--- config.mk ---
export PLATFORM = sky130hd
export DESIGN_NAME = data_mem_ctrl
export DESIGN_NICKNAME = d
export VERILOG_FILES = /design/src/rtl/mem_pkg.sv /design/src/rtl/lane_merge.sv /design/src/rtl/data_mem_ctrl.sv
export SDC_FILE = /design/constraint.sdc
export NUM_CORES = 1
export LEC_CHECK = 0
export CELL_PAD_IN_SITES_DETAIL_PLACEMENT = 1
export CELL_PAD_IN_SITES_GLOBAL_PLACEMENT = 1
export CORE_MARGIN = 3
export CORE_UTILIZATION = 33
export DETAILED_ROUTE_END_ITERATION = 7
export PLACE_DENSITY_LB_ADDON = 0.1
export RECOVER_POWER = 25
export SLEW_MARGIN = 20
export SYNTH_ARGS = -nofsm -noshare
export SYNTH_HDL_FRONTEND = slang
export SYNTH_SLANG_ARGS = --single-unit
--- constraint.sdc ---
create_clock -name CLK -period 5.1 [get_ports CLK]
set_input_delay 1.53 -clock CLK [delete_from_list [all_inputs] [get_ports CLK]]
set_output_delay 1.53 -clock CLK [all_outputs]
set_load 0.005 [all_outputs]
--- src/rtl/mem_pkg.sv ---
// Shared types and lane helpers for the data-memory controller.
// Lanes are 32-bit little-endian: byte offset 0 is bits [7:0].
package mem_pkg;

  typedef enum logic [1:0] {
    IDLE      = 2'b00,
    RD_WAIT   = 2'b01,
    RMW_READ  = 2'b10,
    RMW_WRITE = 2'b11
  } state_e;

  typedef enum logic [1:0] {
    SZ_B = 2'b00,
    SZ_H = 2'b01,
    SZ_W = 2'b10
  } size_e;

  localparam logic [2:0] F3_LB  = 3'b000;
  localparam logic [2:0] F3_LH  = 3'b001;
  localparam logic [2:0] F3_W   = 3'b010;
  localparam logic [2:0] F3_LBU = 3'b100;
  localparam logic [2:0] F3_LHU = 3'b101;

  // The unused encoding 2'b11 is treated as a full word
  function automatic size_e size_of(input logic [1:0] f3_lo);
    case (f3_lo)
      2'b00:   size_of = SZ_B;
      2'b01:   size_of = SZ_H;
      default: size_of = SZ_W;
    endcase
  endfunction

  function automatic logic [1:0] align_off(input logic [1:0] off, input size_e sz);
    case (sz)
      SZ_B:    align_off = off;
      SZ_H:    align_off = {off[1], 1'b0};
      default: align_off = 2'b00;
    endcase
  endfunction

  function automatic logic [31:0] lane_extract(input logic [31:0] w, input logic [1:0] off,
                                               input logic [2:0] f3);
    logic [7:0]  b;
    logic [15:0] h;
    b = w[{off, 3'b000} +: 8];
    h = w[{off[1], 4'b0000} +: 16];
    case (f3)
      F3_LB:   lane_extract = {{24{b[7]}}, b};
      F3_LH:   lane_extract = {{16{h[15]}}, h};
      F3_LBU:  lane_extract = {24'h000000, b};
      F3_LHU:  lane_extract = {16'h0000, h};
      default: lane_extract = w;
    endcase
  endfunction

  function automatic logic [31:0] lane_insert(input logic [31:0] old_w, input logic [31:0] new_w,
                                              input logic [1:0] off, input size_e sz);
    logic [31:0] r;
    r = old_w;
    case (sz)
      SZ_B:    r[{off, 3'b000} +: 8] = new_w[7:0];
      SZ_H:    r[{off[1], 4'b0000} +: 16] = new_w[15:0];
      default: r = new_w;
    endcase
    lane_insert = r;
  endfunction

endpackage

--- src/rtl/lane_merge.sv ---
// Combinational byte/halfword insert of store data into a word read back from RAM.
module lane_merge
  import mem_pkg::*;
(
  input  logic [31:0] i_old,
  input  logic [31:0] i_new,
  input  logic [1:0]  i_off,
  input  size_e       i_size,
  output logic [31:0] o_word
);

  assign o_word = lane_insert(i_old, i_new, i_off, i_size);

endmodule

--- src/rtl/data_mem_ctrl.sv ---
// Data-memory controller: zero-stall word stores, 2-cycle loads, 3-cycle read-modify-write
// sub-word stores. Optional macro MISALIGN_TRAP_EN traps misaligned half/word accesses.
module data_mem_ctrl
  import mem_pkg::*;
#(
  parameter int DATA_W  = 32,
  parameter int WADDR_W = 10
) (
  input  logic               CLK,
  input  logic               RESET_N,
  input  logic [31:0]        daddr,
  input  logic [DATA_W-1:0]  ddata_w,
  input  logic               MemRead,
  input  logic               MemWrite,
  input  logic [2:0]         funct3,
  output logic [DATA_W-1:0]  ddata_r,
  output logic               stall,
  output logic               misalign,
  output logic [WADDR_W-1:0] ram_address,
  output logic [DATA_W-1:0]  ram_data,
  output logic               ram_wren,
  output logic               ram_rden,
  input  logic [DATA_W-1:0]  ram_q
);

  state_e            r_state;
  logic [DATA_W-1:0] r_ddata;
  logic [DATA_W-1:0] r_merged;
  size_e             w_size;
  logic [1:0]        w_off;
  logic              w_mis;
  logic              w_req;
  logic [DATA_W-1:0] w_load;
  logic [DATA_W-1:0] w_merged;
  logic              w_unused_hi;

  assign w_size      = size_of(funct3[1:0]);
  assign w_req       = MemRead | MemWrite;
  assign ram_address = daddr[WADDR_W+1:2];
  assign w_unused_hi = ^daddr[31:WADDR_W+2];

`ifdef MISALIGN_TRAP_EN
  assign w_mis = ((w_size == SZ_H) && daddr[0]) || ((w_size == SZ_W) && (daddr[1:0] != 2'b00));
  assign w_off = daddr[1:0];
`else
  assign w_mis = 1'b0;
  assign w_off = align_off(daddr[1:0], w_size);
`endif

  assign w_load = lane_extract(ram_q, w_off, funct3);

  lane_merge u_lane_merge (
    .i_old  (ram_q),
    .i_new  (ddata_w),
    .i_off  (w_off),
    .i_size (w_size),
    .o_word (w_merged)
  );

  // Core/RAM handshake is combinational so word stores need no stall cycle
  always_comb begin
    stall    = 1'b0;
    misalign = 1'b0;
    ram_wren = 1'b0;
    ram_rden = 1'b0;
    ram_data = '0;
    ddata_r  = r_ddata;
    if (!RESET_N) begin
      ddata_r = '0;
    end else begin
      case (r_state)
        IDLE: begin
          if (w_req && w_mis) begin
            misalign = 1'b1;
          end else if (MemWrite && (w_size == SZ_W)) begin
            ram_wren = 1'b1;
            ram_data = ddata_w;
          end else if (w_req) begin
            ram_rden = 1'b1;
            stall    = 1'b1;
          end else begin
            stall = 1'b0;
          end
        end
        RD_WAIT:   ddata_r = w_load;
        RMW_READ:  stall = 1'b1;
        RMW_WRITE: begin
          ram_wren = 1'b1;
          ram_data = r_merged;
        end
        default: stall = 1'b0;
      endcase
    end
  end

  // State, held load result and merged store word
  always_ff @(posedge CLK) begin
    if (!RESET_N) begin
      r_state  <= IDLE;
      r_ddata  <= '0;
      r_merged <= '0;
    end else begin
      case (r_state)
        IDLE: begin
          if (w_req && w_mis) begin
            r_state <= IDLE;
          end else if (MemWrite && (w_size != SZ_W)) begin
            r_state <= RMW_READ;
          end else if (MemWrite) begin
            r_state <= IDLE;
          end else if (MemRead) begin
            r_state <= RD_WAIT;
          end else begin
            r_state <= IDLE;
          end
        end
        RD_WAIT: begin
          r_ddata <= w_load;
          r_state <= IDLE;
        end
        RMW_READ: begin
          r_merged <= w_merged;
          r_state  <= RMW_WRITE;
        end
        RMW_WRITE: r_state <= IDLE;
        default:   r_state <= IDLE;
      endcase
    end
  end

endmodule

==> summary.txt, run 1 <==
CP bufs+invs: 3
Post-DP HPWL: 14.83 mm
Routed Antenna Nets: 0
Via density: 5.752
Post-route insts no fill: 942
Detailed-route via count: 5,418
Most frequent cells in the layout: clkdlybuf4s50_1, nand2_1, o21ai_0
Final Wtd Congestion: 0.9057
Global routing's busiest layer: met2
M3 GR Usage: 4.254%
DRT iter0 DRCs: 389
WHS Endpoint: r_ddata[22]
Clock Tree Root: clkbuf_16
Placed instance count: 924
RSZ-0062 raised after global routing: true
Post-synth EDFFs: 0
Clock Tree Buf Depth: 2
Tmin final: 5.010 ns
Syn Nets: 727
CTS tree: done
Relative slew slack: 52.36%
CP dominant cell by count: clkdlybuf4s50_1
Post-synth design cell area: 4552 sq um
Worst R2R Path Depth: 5
Die Ht: 123.4 microns
Top FF cell, synth: dfxtp_1
Sequential fraction of the synthesis area: 29.03%
Synthesis-to-layout area growth: 48.71%
Clock Latency Late Sink: 0.34 ns
Total Wirelength: 19.84 mm
Grt met2 use: 43.36%
H-tree depth: 3
DIE AREA: 15,240 sq um
Input/output buffers: 139
Max cap viols: 0
Cells after Synth: 618
Crit share post-route: 98.24%
Hold WC Path Type: reg2reg
Num ports: 181
Syn avg cell area: 7.365 sq um
YS warnings: 0
Worst Hold Slack: 0.4409 ns
Leakage: 0.002767 uW
Fillers: 1,659
Critical-path cell list: clkdlybuf4s50_1, and3b_1, a211o_1, nand4_4, buf_6, a21oi_1, a21o_1, clkdlybuf4s50_1
All-Layer GR Usage: 25.94%
CTS clock-pin slew for the worst setup and hold paths: 0.06 ns
Drt wl/cell: 21.06 microns
First-pass GRT wire length: 30.34 mm
Final Hold Vio Count: 0
Synthesized flop and latch total: 66
Worst Min Path Start: r_ddata[22]
Critical-path top delay cell: clkdlybuf4s50_1
Initial antenna violation count: 0
Core footprint: 13,350 sq um
Row cnt: 42
Worst-Margin Slew: 0.7127 ns
CP Launch Type: primary input
Die X: 123.4 microns
Cell family with most CP delay: buffers and inverters
Vias in the first global route: 5,504
Peak VDD IR: 117.8 uV
Num CTS Buffers: 9
Max incr delay on CP: 0.51 ns
Async SR Flop Fraction: 0%
Critical path required time: 3.57 ns
Hold depth: 2
Fin nets: 870
DRC: 0
Layout cell share with drive strength beyond 1: 16.19%
Pwr Density: 235.9 nW/um^2
Post-synth cell types: 55
Final Setup Violations: 0
Antenna cells: 0
FF-to-FF Start: r_state[1]
Slew Viols, Final: 0
Largest net degree at the start of global routing: 53
Setup_tns: 0 ns
Met1 Usage GRT: 33.33%
Commonest non-fill, non-tap cell in the layout: clkdlybuf4s50_1
GRT Residual Overflow: 0
CP max FO: 7
Drt pass-1 iters: 5
Status: finished, final reports clean
Max Clock Skew: 0.006162 ns
Crit end category: output port
# clock sinks: 66
Max frequency: 0.1996 GHz
CP arrival: 3.48 ns
Worst R2R Setup Slack: 3.35 ns
Critical path class: in2out
Reg2reg end: r_ddata[0]
Initial Util: 34.10%
## registers in the layout (all words and copies together), names as in the netlist
signal	flops
r_merged	32
r_ddata	32
r_state	2
## routing by layer
metal	routed length [microns]	part of all wire (%)
met1	8621	43
met2	9536	48
met3	1121	5.7
met4	561	2.8
met5	0	0
## final cells by class
type	instances	area, sq um	area share (%)
multi-input cells	460	2830	41.81
repair buffers	208	2034	30.06
flip-flops and latches	66	1321	19.52
clock buffers	9	225.2	3.327
well taps	176	220.2	3.253
clock inverters	7	77.57	1.146
inverters	16	60.06	0.8872
## where the power goes
| group | leakage, uW | total, uW | internal, uW | switching, uW |
|---|---|---|---|---|
| Combinational | 0.00210 | 404 | 191 | 213 |
| Clock | 0.000134 | 642 | 381 | 261 |
| Sequential | 0.000537 | 550 | 540 | 10.5 |
## through the flow
stage                     power, uW  setup WS (ns)  utilization (%)  area, sq um
after floorplan               752.3         0.7516                -         4552
after global placement        947.2        -0.1912            47.74         6372
after detailed placement      956.9        -0.2357            47.74         6372
after CTS                      1605        0.02546            50.30         6714
after global routing           1670       0.004863            50.71         6769
final                          1597        0.08963            50.71         6769
## synthesized netlist by cell type (6+ instances only)
library cell	number	area share, %
clkbuf_1	48	4.0
nor2b_1	9	1.2
nand2_1	89	7.3
o22ai_1	25	3.4
a221oi_1	12	2.3
ha_1	6	1.6
o211ai_1	9	1.5
a22o_1	15	2.9
o21ai_0	69	7.6
a31oi_1	16	2.2
inv_1	13	1.1
mux2_2	7	1.7
a22oi_1	39	6.4
o21bai_1	7	1.2
a21o_1	9	1.5
o21ai_2	10	1.9
o21ai_1	7	0.77
nor2_1	47	3.9
buf_4	11	1.8
a21oi_1	24	2.6
a211o_1	8	1.5
dfxtp_1	66	29
buf_2	13	1.4
## tightest hold or removal path, stage by stage (launching register included)
cell and delay (ns):
dfxtp_1 0.31, nand2_1 0.05, o21ai_2 0.05
## worst max-delay path by stage
stage               slack [ns]  depth (start not counted)  startpoint          end
floorplan                 0.75                          7   funct3[0]  ddata_r[21]
global placement         -0.19                          6   funct3[1]  ddata_r[19]
detailed placement       -0.24                          6   funct3[1]  ddata_r[18]
CTS                       0.03                          8   ram_q[31]  ddata_r[23]
global route             0.005                          8   ram_q[31]   ddata_r[8]
finish                    0.09                          8   ram_q[31]   ddata_r[8]
## cell families (layout without fill, tap and decap cells)
group                      count (synthesis)  count (layout)  share of synthesized area, %
muxes                                      8               8                         1.952
and+or+nand+nor                          166             166                         16.68
AOI/OAI and AO/OA                        279             279                         41.23
DFF                                       66              66                         29.03
adders and majority gates                  6               6                         1.649
other                                      1               1                       0.08238
buffers and inverters                     92             240                         9.373
## what timing repair did
| action | 4_1_cts | 5_1_grt |
|---|---|---|
| hold buffers | 0 | 0 |
| pin swaps | 0 | 1 |
| gates resized for setup | 12 | 19 |
| setup buffers | 2 | 0 |
| setup endpoints to repair | 64 | 17 |
Power figures use the tool's default switching activity.
==> inputs of run 2 (changes only) <==
--- a/config.mk
+++ b/config.mk
@@ -7,8 +7,9 @@
 export LEC_CHECK = 0
 export CELL_PAD_IN_SITES_DETAIL_PLACEMENT = 1
 export CELL_PAD_IN_SITES_GLOBAL_PLACEMENT = 1
-export CORE_MARGIN = 3
-export CORE_UTILIZATION = 33
+export CORE_MARGIN = 2
+export CORE_UTILIZATION = 34
+export CTS_BUF_LIST = sky130_fd_sc_hd__clkbuf_8
 export DETAILED_ROUTE_END_ITERATION = 7
 export PLACE_DENSITY_LB_ADDON = 0.1
 export RECOVER_POWER = 25
==> summary.txt, run 2 (synthesis gave the netlist of run 1 again) <==
Fin nets: 871
DP Area: 6325 sq um
Critical-path cell list: clkdlybuf4s50_1, and3b_1, a211o_1, nand4_4, clkbuf_4, o211a_4, buf_12, o21ai_0, dlygate4sd2_1
Final Setup Violations: 0
Die Ht: 119.7 microns
Final Wtd Congestion: 0.8833
Most frequent cells in the layout: clkdlybuf4s50_1, nand2_1, o21ai_0
Crit end category: output port
Largest net degree at the start of global routing: 53
Final Hold Vio Count: 0
H-tree depth: 3
Power Total: 1563 uW
Critical path required time: 3.57 ns
Post-layout util: 50.79%
Num CTS Buffers: 9
CTS clock-pin slew for the worst setup and hold paths: 0.08 ns
Worst slack, placed: -0.2259 ns
DIE AREA: 14,330 sq um
Antenna cells: 0
Total Wirelength: 19.67 mm
GRT Residual Overflow: 0
Initial Util: 34.65%
CP arrival: 3.47 ns
Pwr Density: 234.3 nW/um^2
CP Launch Type: primary input
# clock sinks: 66
Synthesis-to-layout area growth: 46.59%
Peak VDD IR: 131.5 uV
CP max FO: 12
Relative slew slack: 27.00%
Clock Latency Late Sink: 0.38 ns
Worst R2R Setup Slack: 3.32 ns
All-Layer GR Usage: 27.64%
Via density: 5.730
Core footprint: 13,140 sq um
First-pass GRT wire length: 30.62 mm
Fin area: 6673 sq um
Leakage: 0.002630 uW
Worst Hold Slack: 0.4468 ns
Tmin final: 5.002 ns
Critical path class: in2out
Clock Tree Root: clkbuf_8
Worst-Margin Slew: 1.095 ns
Commonest non-fill, non-tap cell in the layout: clkdlybuf4s50_1
Post-DP HPWL: 14.55 mm
Critical-path top delay cell: clkdlybuf4s50_1
RSZ-0062 raised after global routing: false
Max incr delay on CP: 0.44 ns
Vias in the first global route: 5,619
Row cnt: 42
Detailed-route via count: 5,403
Die X: 119.7 microns
Layout cell share with drive strength beyond 1: 15.65%
Drt wl/cell: 20.86 microns
Worst setup margin: 0.09807 ns
Leading registers by flop count: r_ddata x32, r_merged x32, r_state x2
Hold WC Path Type: reg2reg
Drt pass-1 iters: 4
Input/output buffers: 139
CTS tree: done
Clock Tree Buf Depth: 2
Status: finished, final reports clean
Num ports: 181
Crit share post-route: 98.08%
Max Clock Skew: 0.006046 ns
Max frequency: 0.1999 GHz
Max cap viols: 0
DRC: 0
Initial antenna violation count: 0
Slew Viols, Final: 0
Routed Antenna Nets: 0
DRT iter0 DRCs: 309
## run 2: cell count changes in the layout (fill, tap and decap cells not counted), sizes merged, moves of 3 or more
cell,delta
buf,-3
bufinv,+3
clkbuf,+4
clkdlybuf4s50,-3
clkinvlp,-3
dlygate4sd2,+15
dlymetal6s2s,-11
## run 2: layout make-up
cell class	instances	area, sq um
Fill cell	1639	6465
Clock inverter	7	141.4
Inverter	16	62.56
Tap cell	176	220.2
Clock buffer	9	123.9
Multi-Input combinational cell	460	2838
Timing Repair Buffer	209	1966
Sequential cell	66	1321
## run 2: through the flow
step / std cells / setup TNS, ns
after floorplan: 618 / 0
after global placement: 921 / -6.113
after detailed placement: 921 / -7.668
after CTS: 942 / 0
after global routing: 943 / 0
final: 943 / 0
## run 2: layer usage
metal	vias to the layer above	track usage (%)	wire length [microns]
li1	2534	-	-
met2	173	46.71	9536
met5	-	0	0
met3	40	5.798	1048
met1	2656	33.76	8427
met4	0	12.35	661
## run 2: power by group
part	internal, uW	switching, uW	total (uW)
combinational	186	215	401
sequential	539	10.6	550
clock	374	239	613
total	1100	464	1560
## run 2: what timing repair did
action | 4_1_cts | 5_1_grt
pin swaps | 3 | 2
buffers inserted | 5 | 1
endpoints found under the setup margin | 64 | 2
resized for setup | 41 | 3
hold buffers | 0 | 0
## run 2: critical path, delay by kind of cell
kind                   cells  cell delay, ns
and+or+nand+nor            2            0.32
buffers and inverters      4            1.00
AOI/OAI and AO/OA          3            0.60
## run 2: final timing paths
| path | startpoint | endpoint | depth (start not counted) |
|---|---|---|---|
| worst max-delay path | ram_q[31] | ddata_r[31] | 9 |
| worst min-delay path | r_ddata[30] | r_ddata[30] | 2 |
| worst max register to register | r_state[0] | r_merged[4] | 5 |
| worst min register to register | r_ddata[30] | r_ddata[30] | 2 |
